## config.mk

```make
export PLATFORM = sky130hd
export DESIGN_NAME = antirrebote
export DESIGN_NICKNAME = d
export VERILOG_FILES = /design/src/rtl/antirrebote.sv
export SDC_FILE = /design/constraint.sdc
export NUM_CORES = 1
export LEC_CHECK = 0
export ABC_CLOCK_PERIOD_IN_PS = 4730
export BUFFER_PORTS_ARGS = -buffer_cell sky130_fd_sc_hd__buf_2
export CORE_ASPECT_RATIO = 0.75
export CORE_UTILIZATION = 60
export CTS_CLUSTER_DIAMETER = 80
export DETAILED_ROUTE_END_ITERATION = 8
export GPL_TIMING_DRIVEN = 0
export PLACE_DENSITY = 0.79
export SLEW_MARGIN = 40
export SYNTH_ARGS = -nofsm -noshare
export SYNTH_HDL_FRONTEND = slang
export SYNTH_SLANG_ARGS = --single-unit
```

## constraint.sdc

```tcl
create_clock -name clk -period 4.73 [get_ports clk]
set_input_delay 0 -clock clk [delete_from_list [all_inputs] [get_ports clk]]
set_output_delay 0 -clock clk [all_outputs]
set_load 0.02 [all_outputs]
```

## src/rtl/antirrebote.sv

```systemverilog
// -----------------------------------------------------------------------------
// antirrebote -- push-button / switch debouncer
//
// Purpose:
//   A two-flop synchroniser brings the raw, bouncing pin onto clk. A
//   four-state counter FSM then changes the clean output level only after the
//   synchronised input has held the new level for CICLOS_ESTABLE+1
//   consecutive samples. The output is a flop, so the downstream one-shot
//   stage sees a glitch-free level.
//
// Parameters:
//   CICLOS_ESTABLE  consecutive synchronised samples, beyond the first, that
//                   the input must hold before out changes (>= 1).
//
// Ports:
//   clk      in   1  system clock, rising-edge active
//   rst_n    in   1  asynchronous active-low reset
//   inp      in   1  raw asynchronous pin level
//   out      out  1  debounced level (registered)
//   rebotes  out  8  saturating count of aborted transitions
//                    (only when ANTIRREBOTE_CONTADOR_EN is defined)
//
// Optional feature macro: ANTIRREBOTE_CONTADOR_EN
// -----------------------------------------------------------------------------
module antirrebote #(
    parameter int CICLOS_ESTABLE = 100000
) (
    input  logic       clk,
    input  logic       rst_n,
    input  logic       inp,
    output logic       out
`ifdef ANTIRREBOTE_CONTADOR_EN
    ,
    output logic [7:0] rebotes
`endif
);

    localparam int CW = $clog2(CICLOS_ESTABLE) + 1;
    localparam logic [CW-1:0] CNT_FIN = CW'(CICLOS_ESTABLE - 1);

    typedef enum logic [1:0] {
        ESTABLE_BAJO  = 2'b00,
        CONTANDO_ALTO = 2'b01,
        ESTABLE_ALTO  = 2'b10,
        CONTANDO_BAJO = 2'b11
    } estado_t;

    logic          ff1_q, ff2_q;
    logic          inp_s;
    estado_t       estado_q, estado_d;
    logic [CW-1:0] cnt_q, cnt_d;
    logic          out_q, out_d;

    // ------------------------------------------------------------------
    // Two-flop synchroniser; the FSM only ever looks at inp_s.
    // ------------------------------------------------------------------
    // NOTE: non-blocking assignments let ff2 take ff1's old value on the
    // same edge; blocking here would collapse the chain into one flop.
    always_ff @(posedge clk or negedge rst_n) begin
        if (!rst_n) begin
            ff1_q <= 1'b0;
            ff2_q <= 1'b0;
        end else begin
            ff1_q <= inp;
            ff2_q <= ff1_q;
        end
    end

    assign inp_s = ff2_q;

    // ------------------------------------------------------------------
    // FSM state, counter and output registers
    // ------------------------------------------------------------------
    always_ff @(posedge clk or negedge rst_n) begin
        if (!rst_n) begin
            estado_q <= ESTABLE_BAJO;
            cnt_q    <= '0;
            out_q    <= 1'b0;
        end else begin
            estado_q <= estado_d;
            cnt_q    <= cnt_d;
            out_q    <= out_d;
        end
    end

    // ------------------------------------------------------------------
    // Next-state logic. In the counting states the mismatch (abort) test
    // comes before the completion test, so the final edge must still see
    // the new level.
    // ------------------------------------------------------------------
    // NOTE: every output of this block is given a default first, so no path
    // leaves a signal unassigned and no latch is inferred.
    always_comb begin
        estado_d = estado_q;
        cnt_d    = cnt_q;
        out_d    = out_q;
        case (estado_q)
            ESTABLE_BAJO: begin
                out_d = 1'b0;
                if (inp_s) begin
                    estado_d = CONTANDO_ALTO;
                    cnt_d    = '0;
                end
            end
            CONTANDO_ALTO: begin
                out_d = 1'b0;
                if (!inp_s) begin
                    estado_d = ESTABLE_BAJO;
                end else if (cnt_q == CNT_FIN) begin
                    estado_d = ESTABLE_ALTO;
                    out_d    = 1'b1;
                end else begin
                    cnt_d = cnt_q + CW'(1);
                end
            end
            ESTABLE_ALTO: begin
                out_d = 1'b1;
                if (!inp_s) begin
                    estado_d = CONTANDO_BAJO;
                    cnt_d    = '0;
                end
            end
            CONTANDO_BAJO: begin
                out_d = 1'b1;
                if (inp_s) begin
                    estado_d = ESTABLE_ALTO;
                end else if (cnt_q == CNT_FIN) begin
                    estado_d = ESTABLE_BAJO;
                    out_d    = 1'b0;
                end else begin
                    cnt_d = cnt_q + CW'(1);
                end
            end
            default: begin
                // Unreachable with a full 2-bit encoding; kept as a safe exit.
                estado_d = ESTABLE_BAJO;
                out_d    = 1'b0;
            end
        endcase
    end

    assign out = out_q;

`ifdef ANTIRREBOTE_CONTADOR_EN
    // ------------------------------------------------------------------
    // Diagnostic bounce counter: one count per aborted transition,
    // saturating at 255, cleared only by reset.
    // ------------------------------------------------------------------
    logic       aborto;
    logic [7:0] rebotes_q;

    assign aborto = ((estado_q == CONTANDO_ALTO) && !inp_s) ||
                    ((estado_q == CONTANDO_BAJO) &&  inp_s);

    always_ff @(posedge clk or negedge rst_n) begin
        if (!rst_n) begin
            rebotes_q <= 8'd0;
        end else if (aborto && (rebotes_q != 8'hFF)) begin
            rebotes_q <= rebotes_q + 8'd1;
        end
    end

    assign rebotes = rebotes_q;
`endif

endmodule
```

==> results of run 1 <==
-- worst reg2reg max path: cells and delay by family (launching register included) --
| kind | cells | cell delay (ns) |
|---|---|---|
| AND/OR/NAND/NOR | 2 | 0.62 |
| flip-flops | 1 | 0.43 |
| AO/OA/AOI/OAI | 2 | 0.37 |
| buffers and inverters | 1 | 0.24 |
| adder cells (fa/ha/maj) | 1 | 0.23 |
| multiplexers | 1 | 0.08 |
-- cell usage in the layout (no fill, tap or decap), types with 3 or more instances in the layout --
master / instances
or3_1: 5
nand3_1: 6
inv_1: 6
nor2_1: 10
nand2_1: 13
a22o_1: 5
dfrtp_1: 23
nand4_1: 3
o21ai_0: 7
mux2_2: 4
buf_2: 4
a21oi_1: 6
clkbuf_4: 3
nor3_1: 3
o21ai_1: 6
a21o_1: 3
-- per-layer routing --
layer	share of wire [%]	global-route usage, %
met2	47	49.07
met3	5.0	8.148
met4	1.5	8.974
met5	0	0
met1	46	33.18
-- power groups by stage --
stage / logic, mW / registers (mW) / clock network [mW]
final: 0.0242 / 0.206 / 0.0937
after floorplan: 0.0145 / 0.208 / 0
after CTS: 0.0244 / 0.205 / 0.0973
after global routing: 0.0274 / 0.206 / 0.103
after global placement: 0.0221 / 0.209 / 0
after detailed placement: 0.0229 / 0.209 / 0
-- logic make-up after synthesis --
logic type	synth area share [%]
mux	4.522
buf+inv	3.801
compound gates	17.88
fa+ha+maj	1.028
xor+xnor	2.159
simple gates	23.33
flops	47.28
-- how the worst max path moves through the flow --
stage                    end  slack, ns  cells after the start
floorplan           cnt_q[6]       2.88                      5
global placement    cnt_q[6]       2.77                      5
detailed placement  cnt_q[6]       2.70                      6
CTS                 cnt_q[6]       2.68                      6
global route        cnt_q[8]       2.47                      7
finish              cnt_q[9]       2.66                      7
-- cell type report --
cell class,instances,area share [%]
multi-input cells,93,45.59
flip-flops and latches,23,44.06
repair buffers,5,2.682
well taps,22,2.107
clock buffers,4,2.011
inverters,7,2.011
plain buffers,3,1.533
-- flip-flops by register name, summed over array words and instances (netlist names), named ones only --
| signal | flops |
|---|---|
| ff2_q | 1 |
| estado_q | 1 |
| out | 1 |
| cnt_q | 18 |
| ff1_q | 1 |
==> flow_metrics.env, run 1 <==
export IMPL_fmax_mhz=483.9
export IMPL_place_area_mm2=0.001260
export IMPL_rows=13
export IMPL_tightest_slew_ns=0.6073
export IMPL_fin_crit_ns=2.066
export IMPL_drt_first_iter_violations=31
export IMPL_timing_hold_violations_final=0
export IMPL_grt_overflow=0
export IMPL_die_w_um=54.02
export IMPL_finalInstanceArea_mm2=0.001306
export IMPL_p_total_mw=0.3235
export IMPL_syn_area_mm2=0.001217
export IMPL_reg2reg_depth=7
export IMPL_reg2reg_to="cnt_q[9]"
export IMPL_powerDensity_mw_per_mm2=247.6
export IMPL_r2r_start="cnt_q[0]"
export IMPL_crit_family="simple AND/OR/NAND/NOR gates"
export IMPL_synth_area_leaders="dfrtp_1, nand2_1, mux2_2"
export IMPL_clk_pin_slew_worst_paths_ns=0.13
export IMPL_combinationalPowerShare_pct=7.5
export IMPL_cap_violations=0
export IMPL_port_buffer_count=3
export IMPL_dpl_cell_count=151
export IMPL_sw_frac_of_total_pct=25.09
export IMPL_cpMaxStageDelayCell="dfrtp_1"
export IMPL_drive_above_1_share_pct=15.56
export IMPL_grt_antenna_before_repair=0
export IMPL_grt_pass1_vias=913
export IMPL_finish_utilization_pct=71.70
export IMPL_cp_required_ns=4.95
export IMPL_vias=998
export IMPL_dp_slack_ns=2.696
export IMPL_end_kind="flop"
export IMPL_avgViaCountPerCell=6.357
export IMPL_fin_hold_ws_ns=0.1657
export IMPL_worstPathMaxFanout=10
export IMPL_cts_sinks=23
export IMPL_fin_cells=157
export IMPL_placeableCoreArea_mm2=0.001822
export IMPL_h_tree_depth=1
export IMPL_synth_top_area_share_pct=47.28
export IMPL_final_seq_area_um2=575.6
export IMPL_max_stage_delay_ns=0.43
export IMPL_fin_crit_sh_pct=43.69
export IMPL_postSynthCellCount=126
export IMPL_synth_nets=130
export IMPL_postSynth_asyncResetShare_pct=100.0
export IMPL_cts_tree="built"
export IMPL_fin_worst_skew_ns=0.004249
export IMPL_clkLatencyLatePin_ns=0.32
export IMPL_die_area_mm2=0.002215
export IMPL_p_switching_mw=0.08117
export IMPL_reg2reg_slack_ns=2.66
export IMPL_path_class="reg -> reg"
export IMPL_die_h_um=41.01
export IMPL_synth_edf_count=0
export IMPL_postRouteAntennaNets=0
export IMPL_grtUsageTotal_pct=27.80
export IMPL_multi_input_area_um2=595.6
export IMPL_n_fill_cell=138
export IMPL_wirelength_um=2506
export IMPL_ys_flop_type="dfrtp_1"
export IMPL_rsz0062_at_grt="false"
export IMPL_grt_pass1_wl_um=4071
export IMPL_worstSetupStartpointType="flop"
export IMPL_p_int_mw=0.2423
export IMPL_initial_core_util_pct=66.83
export IMPL_timing_final_ws_setup_ns=2.664
export IMPL_cts_made_buffers=3
export IMPL_slew_violations=0
export IMPL_synth_warnings=0
export IMPL_synthDistinctLibCells=36
export IMPL_synthTopCellsByCount="dfrtp_1, nand2_1, nor2_1"
export IMPL_yosysMostFrequentCell="dfrtp_1"
export IMPL_setup_viol=0
export IMPL_outcome="finished clean"
export IMPL_io_pins=4
export IMPL_synth_area_per_cell_um2=9.662
export IMPL_post_drt_wl_per_cell_um=15.96
export IMPL_ys_seq_area_share_pct=47.28
export IMPL_ys_ff_latch=23
export IMPL_crit_start="cnt_q[0]"
export IMPL_arrival_ns=2.28
export IMPL_area_delta_synth_final_pct=7.297
export IMPL_fin_nets=140
export IMPL_p_clk_share_pct=29.0
export IMPL_dpl_hpwl_um=1760
export IMPL_power_leakage_nw=0.5606
export IMPL_antennaDiodeCount=0
export IMPL_gp_congestion=0.7776
export IMPL_slew_headroom_pct=59.23
export IMPL_critPathBufInv=1
export IMPL_seqPwrFrac_pct=63.6
export IMPL_drc=0
export IMPL_clockBufferDepth=2
export IMPL_cts_setup_buffers=0
export IMPL_max_vdd_ir_drop_mv=0.1792
export IMPL_post_cts_resized=0
export IMPL_clock_root_buffer="clkbuf_4"
export IMPL_yosysTopAreaCell="dfrtp_1"
export IMPL_holdBufCountCts=2
export IMPL_crit_path_cell_trace="ha_1 -> nand4_1 -> nor4_2 -> a21oi_2 -> buf_2 -> a21oi_1 -> mux2i_1"
export IMPL_dr_pass1_iters=4
export IMPL_hold_path_class="in -> async"
export IMPL_setup_tns_ns=0
export IMPL_grt_max_degree=24
No activity file was read; power rests on OpenSTA's default activity.
==> run 2, diff against run 1 <==
Settings changed: ABC_AREA set to 1, ABC_CLOCK_PERIOD_IN_PS 4730 to 2050.
Clock period 4.73 ns to 2.05 ns, I/O delays scaled along.
==> run 2 against run 1 <==
Via count grew 15%. Clock power grew 130%. Cell count grew 36%. Setup slack lost 2.3 ns. Sequential power grew 130%. Routed wire length grew 8.5%. Sequential cell count is the same. Hold slack lost 0.0064 ns. Critical path type unchanged. Highest routed layer unchanged. Combinational power grew 93%.
==> flow_metrics.env, run 2 <==
export IMPL_outcome="finished clean"
export IMPL_io_pins=4
export IMPL_arrival_ns=1.91
export IMPL_cts_tree="built"
export IMPL_synth_top_area_share_pct=43.52
export IMPL_ys_flop_type="dfrtp_1"
export IMPL_setup_viol=0
export IMPL_setup_tns_ns=0
export IMPL_path_class="reg -> reg"
export IMPL_cpMaxStageDelayCell="dfrtp_1"
export IMPL_layout_commonest_cell="nand2_1"
export IMPL_postSynth_asyncResetShare_pct=100.0
export IMPL_dr_pass1_iters=4
export IMPL_rsz0062_at_grt="false"
export IMPL_clockBufferDepth=2
export IMPL_fmax_mhz=595.6
export IMPL_grtUsageTotal_pct=26.66
export IMPL_wirelength_um=2719
export IMPL_max_vdd_ir_drop_mv=0.5891
export IMPL_antennaDiodeCount=0
export IMPL_postSynthCellCount=180
export IMPL_yosysTopAreaCell="dfrtp_1"
export IMPL_synth_area_leaders="dfrtp_1, nand2_1, nand3_1"
export IMPL_post_drt_wl_per_cell_um=12.77
export IMPL_cts_sinks=23
export IMPL_mostFrequentLayoutCells="nand2_1, nor2_1, dfrtp_1"
export IMPL_grt_pass1_wl_um=4740
export IMPL_cp_required_ns=2.29
export IMPL_max_stage_delay_ns=0.46
export IMPL_clkLatencyLatePin_ns=0.32
export IMPL_worstPathMaxFanout=10
export IMPL_area_delta_synth_final_pct=7.001
export IMPL_postRouteAntennaNets=0
export IMPL_critPathBufInv=1
export IMPL_synth_warnings=0
export IMPL_h_tree_depth=1
export IMPL_drive_above_1_share_pct=6.878
export IMPL_ys_seq_area_share_pct=43.52
export IMPL_rows=14
export IMPL_hold_path_class="in -> async"
export IMPL_synth_area_per_cell_um2=7.347
export IMPL_grt_pass1_vias=1066
export IMPL_synth_nets=184
export IMPL_syn_area_mm2=0.001323
export IMPL_crit_start="cnt_q[0]"
export IMPL_cap_violations=0
export IMPL_initial_core_util_pct=64.53
export IMPL_synthDistinctLibCells=20
export IMPL_avgViaCountPerCell=5.366
export IMPL_slew_headroom_pct=65.90
export IMPL_place_area_mm2=0.001368
export IMPL_n_fill_cell=177
export IMPL_synthTopCellsByCount="nand2_1, nor2_1, dfrtp_1"
export IMPL_reg2reg_to="cnt_q[8]"
export IMPL_drt_first_iter_violations=93
export IMPL_vias=1143
export IMPL_grt_overflow=0
export IMPL_post_cts_resized=0
export IMPL_clk_pin_slew_worst_paths_ns=0.13
export IMPL_die_w_um=56.21
export IMPL_yosysMostFrequentCell="nand2_1"
export IMPL_regMostFlops="cnt_q"
export IMPL_ys_ff_latch=23
export IMPL_die_area_mm2=0.002398
export IMPL_end_kind="flop"
export IMPL_cts_setup_buffers=0
export IMPL_crit_path_cell_trace="ha_1 -> nand3_1 -> nor2_1 -> nand3_2 -> nand2_2 -> buf_6 -> nand2_1 -> o21ai_0"
export IMPL_clock_root_buffer="clkbuf_4"
export IMPL_timing_hold_violations_final=0
export IMPL_gp_congestion=0.9482
export IMPL_port_buffer_count=3
export IMPL_fin_crit_sh_pct=81.90
export IMPL_cts_made_buffers=3
export IMPL_fin_nets=194
export IMPL_crit_family="simple AND/OR/NAND/NOR gates"
export IMPL_grt_max_degree=24
export IMPL_power_leakage_nw=0.6402
export IMPL_synth_edf_count=0
export IMPL_p_total_mw=0.7334
export IMPL_powerDensity_mw_per_mm2=518.3
export IMPL_tightest_slew_ns=0.5115
export IMPL_drc=0
export IMPL_reg2reg_slack_ns=0.37
export IMPL_largest_reg_flops=18
export IMPL_worstSetupStartpointType="flop"
export IMPL_fin_crit_ns=1.679
export IMPL_grt_antenna_before_repair=0
export IMPL_die_h_um=42.66
export IMPL_dpl_hpwl_um=2094
export IMPL_finalInstanceArea_mm2=0.001415
export IMPL_r2r_start="cnt_q[0]"
export IMPL_reg2reg_depth=8
export IMPL_fin_hold_ws_ns=0.1593
export IMPL_fin_worst_skew_ns=0.009615
export IMPL_slew_violations=0
export IMPL_placeableCoreArea_mm2=0.002049
-- run 2: cell types whose count changed in the layout (fill, tap and decap cells not counted), moves of 5 or more --
cell	previous run	this run
nor2_1	10	26
inv_1	6	18
nand2_1	13	51
nand3_1	6	21
o21ai_0	7	13
a22o_1	5	0
xor2_1	1	7
or3_1	5	0
-- run 2: metal layers --
metal  GRT usage, %  vias to the layer above  share of wire, %
met4          8.780                        0              0.88
met2          40.00                       22                43
met1          37.95                      525                52
li1               -                      592                 -
met5              0                        -                 0
met3          7.012                        4               4.0
-- run 2: power by group --
group	switching [mW]	total [mW]	internal (mW)
clock	0.138	0.212	0.0732
combinational	0.0297	0.0468	0.0170
sequential	0.0115	0.475	0.463
-- run 2: cell type report --
class | instances | area [µm²] | area share [%]
clock inverter | 1 | 5.005 | 0.3537
tap | 24 | 30.03 | 2.122
multi-input combinational | 137 | 656.9 | 46.42
buffer | 2 | 22.52 | 1.592
timing repair buffer | 5 | 35.03 | 2.476
sequential | 23 | 575.6 | 40.67
inverter | 18 | 67.56 | 4.775
clock buffer | 3 | 22.52 | 1.592
-- run 2: how the worst max path moves through the flow --
| stage | end | slack, ns | cells past startpoint |
|---|---|---|---|
| floorplan | cnt_q[14] | 0.62 | 7 |
| global placement | cnt_q[7] | 0.44 | 8 |
| detailed placement | cnt_q[8] | 0.39 | 8 |
| CTS | cnt_q[8] | 0.36 | 8 |
| global route | cnt_q[16] | 0.21 | 8 |
| finish | cnt_q[8] | 0.37 | 8 |
-- run 2: cells by family (layout without fill, tap and decap cells) --
family          Yosys count  after routing  synth area share, %
fa+ha+maj                 1              1               0.9459
xor+xnor                 10             10                6.623
buf+inv                  20             29                6.811
flops                    23             23                43.52
compound gates           19             19                7.663
simple gates            107            107                34.44
-- run 2: repair_timing --
action | CTS | global route
endpoints found under the setup margin | 0 | 0
endpoints found under the hold margin | 24 | 0
hold buffers | 2 | 0
-- run 2: stage by stage --
step | std cells | worst slack [ns] | utilization [%]
final | 213 | 0.3711 | 69.05
after global routing | 213 | 0.2092 | 69.05
after CTS | 213 | 0.3593 | 69.05
after detailed placement | 207 | 0.3898 | 66.73
after global placement | 207 | 0.4429 | 66.73
after floorplan | 180 | 0.6217 | -
